**src/rtl/dmem_access_ctrl_pkg.sv**
```systemverilog
// Shared definitions for the data-memory access controller.
package dmem_access_ctrl_pkg;

    // FSM state encoding
    localparam logic [1:0] ST_IDLE    = 2'd0;
    localparam logic [1:0] ST_REQ     = 2'd1;
    localparam logic [1:0] ST_WAIT_RD = 2'd2;
    localparam logic [1:0] ST_DONE    = 2'd3;

    typedef enum logic [1:0] {
        S_IDLE    = ST_IDLE,
        S_REQ     = ST_REQ,
        S_WAIT_RD = ST_WAIT_RD,
        S_DONE    = ST_DONE
    } dmem_state_e;

    // Default bus timeout and the counter width that can hold it
    localparam int DEF_TIMEOUT_CYCLES = 64;
    localparam int DEF_CNT_W          = 7;

endpackage

```
**src/rtl/dmem_access_ctrl_timeout_cnt.sv**
```systemverilog
// Saturating bus-timeout counter. expired_o fires in the last allowed
// waiting cycle, so the access is aborted after exactly LIMIT cycles.
module dmem_timeout_cnt #(
    parameter int LIMIT = 64,
    parameter int CNT_W = 7
) (
    input  logic clk_i,
    input  logic rst_ni,
    input  logic clr_i,
    input  logic en_i,
    output logic expired_o
);
    localparam bit              ENABLED = (LIMIT > 0);
    localparam logic [CNT_W-1:0] SAT    = CNT_W'(LIMIT);
    localparam logic [CNT_W-1:0] LAST   = (LIMIT > 0) ? CNT_W'(LIMIT - 1) : '0;

    logic [CNT_W-1:0] cnt_q, cnt_d;

    // Next count: clear wins, otherwise count up while enabled, holding at LIMIT
    always_comb begin
        cnt_d = cnt_q;
        if (clr_i)
            cnt_d = '0;
        else if (en_i && cnt_q != SAT)
            cnt_d = cnt_q + 1'b1;
    end

    // Counter register
    always_ff @(posedge clk_i or negedge rst_ni) begin
        if (!rst_ni) cnt_q <= '0;
        else         cnt_q <= cnt_d;
    end

    assign expired_o = ENABLED & en_i & (cnt_q >= LAST);

endmodule

```
**src/rtl/dmem_access_ctrl.sv**
```systemverilog
// Runs one aligned MEM-stage request against a variable-latency data memory,
// stalling the pipeline until it completes, times out, or is rejected.
module dmem_access_ctrl
    import dmem_access_ctrl_pkg::*;
#(
    parameter int TIMEOUT_CYCLES = DEF_TIMEOUT_CYCLES,
    parameter int CNT_W          = DEF_CNT_W
) (
    input  logic        i_clk,
    input  logic        i_rst_n,
    input  logic [31:0] i_req_addr,
    input  logic [31:0] i_req_wdata,
    input  logic [3:0]  i_req_mask,
    input  logic        i_req_ren,
    input  logic        i_req_wen,
    output logic        o_stall,
    output logic [31:0] o_rdata,
    output logic        o_rdata_valid,
    output logic        o_err,
    output logic [31:0] o_mem_addr,
    output logic [31:0] o_mem_wdata,
    output logic [3:0]  o_mem_mask,
    output logic        o_mem_ren,
    output logic        o_mem_wen,
    input  logic        i_mem_ready,
    input  logic        i_mem_rvalid,
    input  logic [31:0] i_mem_rdata
);
    dmem_state_e state_q;
    logic [31:0] rdata_q, mem_addr_q, mem_wdata_q;
    logic [3:0]  mem_mask_q;
    logic        rdata_valid_q, err_q, mem_ren_q, mem_wen_q;
    logic        req_any, illegal, waiting, cnt_clr, expired;

    assign req_any = i_req_ren | i_req_wen;
    // Both strobes, or a store that writes no byte, never reaches memory
    assign illegal = (i_req_ren & i_req_wen) | (i_req_wen & (i_req_mask == 4'h0));
    assign waiting = (state_q == S_REQ) || (state_q == S_WAIT_RD);
    assign cnt_clr = (state_q == S_IDLE) & req_any & ~illegal;

    // Stall must rise in the request cycle itself, so it is combinational
    assign o_stall = ((state_q == S_IDLE) & req_any) | waiting;

    dmem_timeout_cnt #(
        .LIMIT (TIMEOUT_CYCLES),
        .CNT_W (CNT_W)
    ) u_timeout (
        .clk_i     (i_clk),
        .rst_ni    (i_rst_n),
        .clr_i     (cnt_clr),
        .en_i      (waiting),
        .expired_o (expired)
    );

    // Access FSM with registered memory strobes and response pulses
    always_ff @(posedge i_clk or negedge i_rst_n) begin
        if (!i_rst_n) begin
            state_q       <= S_IDLE;
            rdata_q       <= '0;
            rdata_valid_q <= 1'b0;
            err_q         <= 1'b0;
            mem_addr_q    <= '0;
            mem_wdata_q   <= '0;
            mem_mask_q    <= '0;
            mem_ren_q     <= 1'b0;
            mem_wen_q     <= 1'b0;
        end else begin
            rdata_valid_q <= 1'b0;
            err_q         <= 1'b0;
            case (state_q)
                S_IDLE: begin
                    if (req_any) begin
                        if (illegal) begin
                            err_q   <= 1'b1;
                            rdata_q <= '0;
                            state_q <= S_DONE;
                        end else begin
                            mem_addr_q  <= i_req_addr;
                            mem_wdata_q <= i_req_wdata;
                            mem_mask_q  <= i_req_mask;
                            mem_ren_q   <= i_req_ren;
                            mem_wen_q   <= i_req_wen;
                            state_q     <= S_REQ;
                        end
                    end
                end
                S_REQ: begin
                    // A completing handshake beats a coincident timeout
                    if (i_mem_ready && mem_wen_q) begin
                        mem_wen_q <= 1'b0;
                        state_q   <= S_DONE;
                    end else if (i_mem_ready && mem_ren_q && i_mem_rvalid) begin
                        mem_ren_q     <= 1'b0;
                        rdata_q       <= i_mem_rdata;
                        rdata_valid_q <= 1'b1;
                        state_q       <= S_DONE;
                    end else if (expired) begin
                        mem_ren_q <= 1'b0;
                        mem_wen_q <= 1'b0;
                        err_q     <= 1'b1;
                        rdata_q   <= '0;
                        state_q   <= S_DONE;
                    end else if (i_mem_ready) begin
                        mem_ren_q <= 1'b0;
                        state_q   <= S_WAIT_RD;
                    end
                end
                S_WAIT_RD: begin
                    if (i_mem_rvalid) begin
                        rdata_q       <= i_mem_rdata;
                        rdata_valid_q <= 1'b1;
                        state_q       <= S_DONE;
                    end else if (expired) begin
                        err_q   <= 1'b1;
                        rdata_q <= '0;
                        state_q <= S_DONE;
                    end
                end
                // Request inputs here belong to the retiring instruction
                S_DONE:  state_q <= S_IDLE;
                default: state_q <= S_IDLE;
            endcase
        end
    end

    assign o_rdata       = rdata_q;
    assign o_rdata_valid = rdata_valid_q;
    assign o_err         = err_q;
    assign o_mem_addr    = mem_addr_q;
    assign o_mem_wdata   = mem_wdata_q;
    assign o_mem_mask    = mem_mask_q;
    assign o_mem_ren     = mem_ren_q;
    assign o_mem_wen     = mem_wen_q;

endmodule

```
**config.mk**
```make
export PLATFORM = sky130hd
export DESIGN_NAME = dmem_access_ctrl
export DESIGN_NICKNAME = d
export VERILOG_FILES = /design/src/rtl/dmem_access_ctrl_pkg.sv /design/src/rtl/dmem_access_ctrl_timeout_cnt.sv /design/src/rtl/dmem_access_ctrl.sv
export SDC_FILE = /design/constraint.sdc
export NUM_CORES = 1
export LEC_CHECK = 0
export BUFFER_PORTS_ARGS = -buffer_cell sky130_fd_sc_hd__clkbuf_2
export CAP_MARGIN = 20
export CORE_ASPECT_RATIO = 2
export CORE_UTILIZATION = 42
export DETAILED_ROUTE_END_ITERATION = 16
export PLACE_DENSITY = 0.76
export SETUP_SLACK_MARGIN = 0.05
export SYNTH_ARGS = -nofsm -noshare
export SYNTH_HDL_FRONTEND = slang
export SYNTH_SLANG_ARGS = --single-unit
```
**constraint.sdc**
```tcl
create_clock -name i_clk -period 1.75 [get_ports i_clk]
set_clock_uncertainty 0.05 [all_clocks]
set_input_delay 0.0875 -clock i_clk [delete_from_list [all_inputs] [get_ports i_clk]]
set_output_delay 0.0875 -clock i_clk [all_outputs]
set_load 0.01 [all_outputs]
```
==> impl_metrics.tcl <==
set metrics [dict create \
    firstDrtPassIters 4 \
    clk_pin_slew_ns 0.06 \
    synth_xor_area_share_pct 0.9444 \
    routed_wl_microns 17210 \
    setup.worst_path.class "flop to flop" \
    hpwlAfterDp_microns 8994 \
    grt_max_degree 44 \
    fin_ws_ns -0.1160 \
    grt_usage_pct 28.53 \
    powerDensity_nw_per_um2 1826 \
    dieHeight_microns 150.6 \
    synth_top_family_by_area "multiplexers" \
    outcome "complete, but fails checks" \
    reg2reg_slack_ns -0.12 \
    synthAdderAreaFrac_pct 1.619 \
    setup_viol 93 \
    core_area_sq_um 10610 \
    ir_drop_mv 1.277 \
    synth.area.mux_share_pct 17.84 \
    cts_tree "yes" \
    rows 53 \
    cp_data_required_time_ns 1.99 \
    antenna_found_initial 0 \
    synth.avg_cell_area_sq_um 14.36 \
    final_cells 832 \
    hold_class "primary input to flop" \
    antenna_left 0 \
    leakagePower_nw 4.106 \
    grt_setup_unrepaired "yes" \
    synthToLayoutAreaGrowth_pct 78.52 \
    initial_utilization_pct 43.70 \
    ys_seq_elements 113 \
    cap_violations 0 \
    worst_pin_slew_ns 0.3772 \
    min_period_over_period_pct 106.6 \
    placed_cells 680 \
    yosys_warnings 0 \
    cts_sinks 113 \
    finalMaxSlewViolations 0 \
    syn_inst 323 \
    post_drt_wl_per_cell_microns 20.68 \
    utilization_pct 78.02 \
    cts_buffers 17 \
    tns_ns -6.465 \
    die-area_sq_um 11490 \
    nNetsFinal 793 \
    synth-simple-area-share_pct 4.560 \
    failed_checks "negative setup slack" \
    relSlewSlack_pct 74.85 \
    fp.dieW_microns 76.30 \
    grt_pass1_vias 4790 \
    syn-num-nets 435 \
    grt_pass1_wl_microns 24700 \
    total_power_mw 15.11 \
    fmax_ghz 0.5359 \
    drc 0 \
    final_area_sq_um 8278 \
    gp_congestion 0.9303 \
    fin_crit_ns 1.866 \
    arrival_ns 2.11 \
    num_io_pins 211 \
    cp_max_fo 8 \
    vias_per_cell 5.287 \
    via_count 4399 \
    yosysSeqAreaShare_pct 60.98 \
    clock_latency_ns 0.41 \
    place_ws_ns -0.1716 \
    cp-start-kind "flop" \
    clock_path_buffers 2 \
    cp-end-kind "flop" \
    drtIter0Drc 245 \
    grt-ovfl-total 0 \
    placed_cell_area_sq_um 6051 \
    port_buffers 210 \
    synth_compound_area_share_pct 10.82 \
    cts.htree.levels 4 \
    synth_cell_type_count 48 \
    layout-drive-gt1-share_pct 55.76 \
    syn_area_sq_um 4637 \
    final-hold-violation-count 0 \
    hold_ws_ns 0.04344 \
    cts_root_buf "clkbuf_16" \
]
==> cells in the final DEF, fill, tap and decap left out, types with 8 or more instances in the layout <==
cell type and count:
mux2_2 31, dlygate4sd3_1 102, mux2_4 40, buf_6 8, clkbuf_2 208, clkbuf_16 20, nor2_1 9, a22o_1 33
dfrtp_1 112, buf_4 22, buf_12 8
==> area by class of cell <==
class	instances	area (sq um)
antenna	1	2.502
clock buffer	19	442.9
clock inverter	13	185.2
fill	577	2332
inverter	9	36.28
multi-input combinational	185	1983
sequential	113	2829
tap	137	171.4
timing repair buffer	355	2628
==> sequential cells by signal (all words and copies together) (netlist names) <==
| register | flops |
|---|---|
| o_mem_addr | 32 |
| o_mem_mask | 4 |
| state_q | 2 |
| o_err | 1 |
| o_mem_wen | 1 |
| o_mem_wdata | 32 |
| o_rdata | 32 |
| u_timeout.cnt_q | 7 |
| o_rdata_valid | 1 |
| o_mem_ren | 1 |
==> power breakdown <==
group	switching, mW	internal [mW]	total (mW)
registers	0.804	3.73	4.54
clock network	1.25	2.42	3.68
logic	3.20	3.70	6.90
==> worst paths after layout <==
kind | startpoint | end | depth (start not counted)
max in group asynchronous | i_rst_n | o_mem_wdata[4] | 3
min in group asynchronous | i_rst_n | o_mem_wdata[1] | 2
max reg2reg | state_q[0] | o_rdata[18] | 6
min reg2reg | o_rdata[24] | o_rdata[24] | 1
max | state_q[0] | o_rdata[18] | 6
min | i_req_wen | o_err | 3
==> synthesized netlist by cell type (all sizes together) <==
| master | n | area, sq um |
|---|---|---|
| dfrtp | 113 | 2828 |
| mux2 | 71 | 807.0 |
| a22o | 33 | 289.0 |
| buf | 13 | 105.1 |
| nor2 | 11 | 48.80 |
| inv | 9 | 33.78 |
| o21ai | 7 | 35.03 |
| ha | 6 | 75.07 |
| nand2 | 5 | 18.77 |
| nor2b | 5 | 31.28 |
| a21o | 3 | 22.52 |
| a21oi | 3 | 26.28 |
| clkbuf | 3 | 11.26 |
| nand3 | 3 | 15.01 |
| nand4 | 3 | 18.77 |
| xnor2 | 3 | 26.28 |
| a21boi | 2 | 15.01 |
| a31oi | 2 | 12.51 |
| mux2i | 2 | 20.02 |
| nand2b | 2 | 12.51 |
| nor3 | 2 | 10.01 |
| nor4 | 2 | 12.51 |
| or4 | 2 | 18.77 |
| xor2 | 2 | 17.52 |
| a2111oi | 1 | 8.760 |
| a211o | 1 | 8.760 |
| a211oi | 1 | 7.510 |
| a221oi | 1 | 8.760 |
| a22oi | 1 | 7.510 |
| a311o | 1 | 10.01 |
| a41o | 1 | 10.01 |
| a41oi | 1 | 8.760 |
| and2 | 1 | 6.260 |
| and3 | 1 | 6.260 |
| o211ai | 1 | 7.510 |
| o22ai | 1 | 6.260 |
| o2bb2ai | 1 | 8.760 |
| o311ai | 1 | 8.760 |
| or2 | 1 | 6.260 |
| or3 | 1 | 6.260 |
==> per-layer routing <==
metal  wire, microns  GRT usage (%)  vias up
met5               0              0        -
met4             913          20.19        0
met3             829          6.667       74
met2            9743          52.84      235
met1            5719          27.36     2186
li1                -              -     1904
==> critical path, stage by stage, from the launching register on <==
cell	delay (ns)
dfrtp_2	0.44
ha_2	0.23
a31oi_4	0.18
o311ai_4	0.16
a41o_4	0.32
clkbuf_16	0.17
a22o_1	0.18
==> logic make-up after synthesis <==
logic type / count (synthesis)
buf+inv: 25
xor+xnor: 5
simple gates: 39
compound gates: 62
fa+ha+maj: 6
flops: 113
mux: 73
==> repair_timing <==
action                                  in CTS  in global routing
endpoints found under the setup margin      99                107
gates resized for setup                     51                 32
pin swaps                                    4                 12
hold endpoints to repair                   214                  0
gates cloned                                 3                  4
hold buffers                               102                  0
setup buffers                                6                  5
No activity file was read; power rests on OpenSTA's default activity.
